==> config.mk <==
export PLATFORM = sky130hd
export DESIGN_NAME = sum_accumulator_flat
export DESIGN_NICKNAME = d
export VERILOG_FILES = /design/src/rtl/sum_accumulator_if.sv /design/src/rtl/sum_accumulator.sv /design/src/flat_wrapper.sv
export SDC_FILE = /design/constraint.sdc
export NUM_CORES = 1
export LEC_CHECK = 0
export ABC_AREA = 1
export CORE_ASPECT_RATIO = 1.4
export CORE_MARGIN = 2
export CORE_UTILIZATION = 52
export DETAILED_ROUTE_END_ITERATION = 8
export PLACE_DENSITY = 0.77
export SKIP_CTS_REPAIR_TIMING = 1
export SYNTH_ARGS = -nofsm -noshare
export SYNTH_HDL_FRONTEND = slang
export SYNTH_SLANG_ARGS = --single-unit
==> constraint.sdc <==
create_clock -name clk -period 2.5 [get_ports clk]
set_clock_uncertainty 0.2 [all_clocks]
set_input_delay 0.75 -clock clk [delete_from_list [all_inputs] [get_ports clk]]
set_output_delay 0.75 -clock clk [all_outputs]
set_load 0.05 [all_outputs]
==> src/rtl/sum_accumulator_if.sv <==
// sum_accumulator_if: input/output handshake bundle for the sum accumulator
interface sum_accumulator_if #(
    parameter int ACC_W = 10
);
    logic             in_valid;
    logic [4:0]       in_data;
    logic             in_ready;
    logic             clear;
    logic             out_valid;
    logic             out_ready;
    logic [ACC_W-1:0] out_data;
    logic             ovf;

    modport master (
        output in_valid, in_data, clear, out_ready,
        input  in_ready, out_valid, out_data, ovf
    );

    modport slave (
        input  in_valid, in_data, clear, out_ready,
        output in_ready, out_valid, out_data, ovf
    );
endinterface

==> src/rtl/sum_accumulator.sv <==
// sum_accumulator: sums NUM_SAMPLES 5-bit adder results per output word; define SUM_ACC_SAT_EN to clamp on overflow instead of wrapping
module sum_accumulator #(
    parameter int NUM_SAMPLES = 8,
    parameter int ACC_W       = 10
) (
    input logic              clk,
    input logic              rst,
    sum_accumulator_if.slave bus
);
    typedef enum logic [1:0] {IDLE, ACCUM, DONE} state_t;

    localparam logic [7:0] LAST = 8'(NUM_SAMPLES - 1);

    state_t           state, nxt;
    logic [ACC_W-1:0] acc, ext, nxt_acc;
    logic [ACC_W:0]   sum;
    logic [7:0]       count;
    logic             ovf, in_xfer, out_xfer;

    assign bus.in_ready  = !rst && state != DONE;
    assign bus.out_valid = state == DONE;
    assign bus.out_data  = acc;
    assign bus.ovf       = ovf;
    assign in_xfer       = bus.in_valid && bus.in_ready;
    assign out_xfer      = bus.out_valid && bus.out_ready;
    assign ext           = {{(ACC_W-5){1'b0}}, bus.in_data};
    assign sum           = {1'b0, acc} + {1'b0, ext};
`ifdef SUM_ACC_SAT_EN
    assign nxt_acc       = sum[ACC_W] ? '1 : sum[ACC_W-1:0];
`else
    assign nxt_acc       = sum[ACC_W-1:0];
`endif

    // state register
    always_ff @(posedge clk or posedge rst)
        if (rst) state <= IDLE;
        else     state <= nxt;

    // next state: clear wins, then load, last sample, output handoff
    always_comb begin
        nxt = state;
        if (bus.clear)                                   nxt = IDLE;
        else if (state == IDLE && in_xfer)               nxt = ACCUM;
        else if (state == ACCUM && in_xfer && count == LAST) nxt = DONE;
        else if (state == DONE && out_xfer)              nxt = IDLE;
    end

    // accumulator, sample count and sticky overflow
    always_ff @(posedge clk or posedge rst)
        if (rst) begin
            acc   <= '0;
            count <= '0;
            ovf   <= 1'b0;
        end else if (bus.clear || (state == DONE && out_xfer)) begin
            acc   <= '0;
            count <= '0;
            ovf   <= 1'b0;
        end else if (in_xfer) begin
            acc   <= state == IDLE ? ext : nxt_acc;
            count <= state == IDLE ? 8'd1 : count + 8'd1;
            ovf   <= ovf | (state == ACCUM && sum[ACC_W]);
        end
endmodule

==> src/flat_wrapper.sv <==
// flat-port wrapper written by rule: the top's interface ports become plain ports
module sum_accumulator_flat 
#(
    parameter int NUM_SAMPLES = 8,
    parameter int ACC_W       = 10
)
  (clk, rst, bus_in_valid, bus_in_data, bus_clear, bus_out_ready, bus_in_ready, bus_out_valid, bus_out_data, bus_ovf);
  sum_accumulator_if #(.ACC_W(ACC_W)) bus_i ();
  input logic clk;
  input logic rst;
  input wire logic [$bits(bus_i.in_valid)-1:0] bus_in_valid;
  input wire logic [$bits(bus_i.in_data)-1:0] bus_in_data;
  input wire logic [$bits(bus_i.clear)-1:0] bus_clear;
  input wire logic [$bits(bus_i.out_ready)-1:0] bus_out_ready;
  output wire logic [$bits(bus_i.in_ready)-1:0] bus_in_ready;
  output wire logic [$bits(bus_i.out_valid)-1:0] bus_out_valid;
  output wire logic [$bits(bus_i.out_data)-1:0] bus_out_data;
  output wire logic [$bits(bus_i.ovf)-1:0] bus_ovf;
  assign bus_i.in_valid = bus_in_valid;
  assign bus_i.in_data = bus_in_data;
  assign bus_i.clear = bus_clear;
  assign bus_i.out_ready = bus_out_ready;
  assign bus_in_ready = bus_i.in_ready;
  assign bus_out_valid = bus_i.out_valid;
  assign bus_out_data = bus_i.out_data;
  assign bus_ovf = bus_i.ovf;
  sum_accumulator #(.NUM_SAMPLES(NUM_SAMPLES), .ACC_W(ACC_W)) u_core (.clk(clk), .rst(rst), .bus(bus_i));
endmodule
==> flow_metrics.env <==
export IMPL_cp_slowest_cell="clkdlybuf4s50_1"
export IMPL_hold_path_class="flip-flop to flip-flop"
export IMPL_dp_hpwl_microns=2540
export IMPL_gp_congestion=0.801
export IMPL_syn_inst=187
export IMPL_vdd_drop_max_v=0.000309
export IMPL_synth_seq_cells=21
export IMPL_ys_async_sr_fraction_pct=100
export IMPL_synth_commonest_cells="50 x nand2_1, 24 x nor2_1, 21 x dfrtp_1, 21 x inv_1, 12 x nand3_1"
export IMPL_max_freq_mhz=403
export IMPL_synth_warnings=0
export IMPL_cts_buffers=3
export IMPL_synth_edf_count=0
export IMPL_p_seq_share_pct=51.9
export IMPL_p_per_area_nw_per_um2=396
export IMPL_portBuffers=22
export IMPL_status="finished, final reports clean"
export IMPL_yosys_most_used_dff="dfrtp_1"
export IMPL_p_sw_mw=0.213
export IMPL_clkTransAtPathRegs_ns=0.12
export IMPL_placementRows=22
export IMPL_period_share_pct=99.4
export IMPL_whs_ns=0.327
export IMPL_cts_tree="built"
export IMPL_grt_pass1_wl_microns=5330
export IMPL_grt_pass1_vias=1322
export IMPL_syn_avg_cell_area_sq_um=7.43
export IMPL_antenna_found_initial=0
export IMPL_fin_setup_tns_ns=0
export IMPL_setup_viol=0
export IMPL_initial_core_util_pct=53.7
export IMPL_power_frac_clock_pct=24.4
export IMPL_leakagePower_nw=0.973
export IMPL_antenna_diode_count=0
export IMPL_crit_family="buffers and inverters"
export IMPL_reg2reg_to="u_core.bus.out_data[8]$_DFFE_PP0P_"
export IMPL_vias_per_cell=5.19
export IMPL_totalWireLength_microns=3210
export IMPL_start_kind="input pin"
export IMPL_worstPathRequired_ns=1.55
export IMPL_clock_path_buffers=2
export IMPL_nFillCells=242
export IMPL_synth_top_area_share_pct=37.8
export IMPL_ant_nets=0
export IMPL_r2r_slack_ns=0.60
export IMPL_dr_pass1_iters=4
export IMPL_wl_per_cell_microns=12.6
export IMPL_final_layout_size_suffix_gt1_share_pct=16.0
export IMPL_crit_arrival_ns=1.53
export IMPL_track_usage_pct=23.4
export IMPL_yosys_top_cells_area="dfrtp_1 38%, nand2_1 14%, nor2_1 6.5%"
export IMPL_synth_most_common_cell="nand2_1"
export IMPL_place_inst=251
export IMPL_grt_max_degree=16
export IMPL_synth_seq_area_share_pct=37.8
export IMPL_rsz0062_at_grt="no"
export IMPL_design_area_sq_um=1730
export IMPL_layout_nets=237
export IMPL_cp_end_kind="output pin"
export IMPL_critPathMaxStageDelay_ns=0.42
export IMPL_layout_min_cycle_time_ns=2.48
export IMPL_final_core_util_pct=67.0
export IMPL_total_power_mw=0.685
export IMPL_overflow=0
export IMPL_path_buf_inv=2
export IMPL_min_path_cells=2
export IMPL_io_pins=23
export IMPL_placedInstanceArea_sq_um=1690
export IMPL_syn_num_nets=204
export IMPL_fin_cells=255
export IMPL_clock_sinks=21
export IMPL_clock_latency_ns=0.31
export IMPL_syn_to_final_growth_pct=24.7
export IMPL_core_sq_um=2590
export IMPL_dp_slack_ns=-0.159
export IMPL_cts_max_level=1
export IMPL_critPathMaxFanout=2
export IMPL_worst_pin_slew_ns=0.520
export IMPL_rr_worst_depth=10
export IMPL_first_iter_violations=26
export IMPL_slew_headroom_pct=65.2
export IMPL_die_area_sq_um=3110
export IMPL_die_x_microns=47.7
export IMPL_cts_root_buffer="clkbuf_4"
export IMPL_dr_total_vias=1323
export IMPL_cp_cell_sequence="clkdlybuf4s50_1 -> nor2_1 -> buf_12"
export IMPL_cap_violations=0
export IMPL_swShare_pct=31.1
export IMPL_crit_type="input pin to output pin"
export IMPL_yosysUniqueCellTypes=28
export IMPL_timing_rr_start="u_core.bus.out_data[0]$_DFFE_PP0P_"
export IMPL_finalWorstSetupSlack_ns=0.0158
export IMPL_drc_errors=0
export IMPL_yosysTopAreaCell="dfrtp_1"
export IMPL_drv_slew=0
export IMPL_hold_viol=0
export IMPL_hold_path_startpoint="u_core.bus.out_data[4]$_DFFE_PP0P_"
export IMPL_combPwrFrac_pct=23.7
export IMPL_whs_endpoint="u_core.bus.out_data[4]$_DFFE_PP0P_"
export IMPL_netlist_area_sq_um=1390
export IMPL_p_int_mw=0.472
export IMPL_die_h_microns=65.2
==> kinds of logic after synthesis <==
family          count (synthesis)  share of synthesized area [%]
simple gates                  106                           34.5
buf+inv                        28                           8.82
flops                          21                           37.8
compound gates                 20                           8.64
fa+ha+maj                       7                           6.84
mux                             3                           2.16
xor+xnor                        2                           1.26
==> worst max path at each step <==
| stage | from | to | depth (start not counted) |
|---|---|---|---|
| 2_1_floorplan | rst | bus_in_ready | 1 |
| 3_3_place_gp | bus_in_data[0] | u_core.bus.out_data[8]$_DFFE_PP0P_ | 11 |
| 3_5_place_dp | bus_in_data[0] | u_core.bus.out_data[8]$_DFFE_PP0P_ | 11 |
| 4_1_cts | rst | bus_in_ready | 3 |
| 5_1_grt | rst | bus_in_ready | 3 |
| 6_report | rst | bus_in_ready | 3 |
==> placed cells by master (no fill, tap or decap), types with 4 or more instances in the layout <==
cell type        count
clkdlybuf4s50_1      9
nand2_1             50
nor2_1              23
a21oi_1              9
o21ai_0              5
inv_2                4
nand3_1             12
buf_4               14
dlymetal6s2s_1       6
ha_1                 6
inv_1               21
nand4_1              4
dfrtp_1             21
nor3_1               7
==> flip-flops by register name, summed over array words and instances (netlist names) <==
signal,cells
u_core.bus.out_data,10
u_core.state,2
u_core.count,8
u_core.bus.ovf,1
==> power groups by stage <==
stage	Combinational (mW)	Sequential, mW	Clock (mW)
6_report	0.162	0.356	0.167
4_1_cts	0.164	0.356	0.174
5_1_grt	0.179	0.357	0.187
3_3_place_gp	0.158	0.362	0
3_5_place_dp	0.163	0.362	0
2_1_floorplan	0.0852	0.380	0
==> per-layer routing <==
metal / wire [microns] / track usage [%] / vias up / part of all wire (%)
li1: - / - / 671 / -
met1: 1270 / 25.8 / 618 / 40
met2: 1810 / 43.2 / 28 / 56
met3: 81 / 3.30 / 6 / 2.5
met4: 46 / 7.09 / 0 / 1.4
met5: 0 / 0 / - / 0
==> worst register-to-register path, cell delays in order (launching register included) <==
cell     delay [ns]
dfrtp_1        0.41
ha_1           0.23
fa_1           0.39
nand2_1        0.08
nand2_1        0.07
nand3_1        0.07
nand2_1        0.10
nand3_1        0.11
nand2_1        0.06
nand2_1        0.06
nor2_1         0.04
==> layout make-up <==
type	count	area, sq um	area share [%]
clock buffer	3	22.5	1.30
clock inverter	1	5.00	0.289
inverter	26	100	5.78
multi-input combinational	138	744	43.0
sequential	21	526	30.3
tap	36	45.0	2.60
timing repair buffer	30	290	16.8
(Power assumes the default switching activity.)
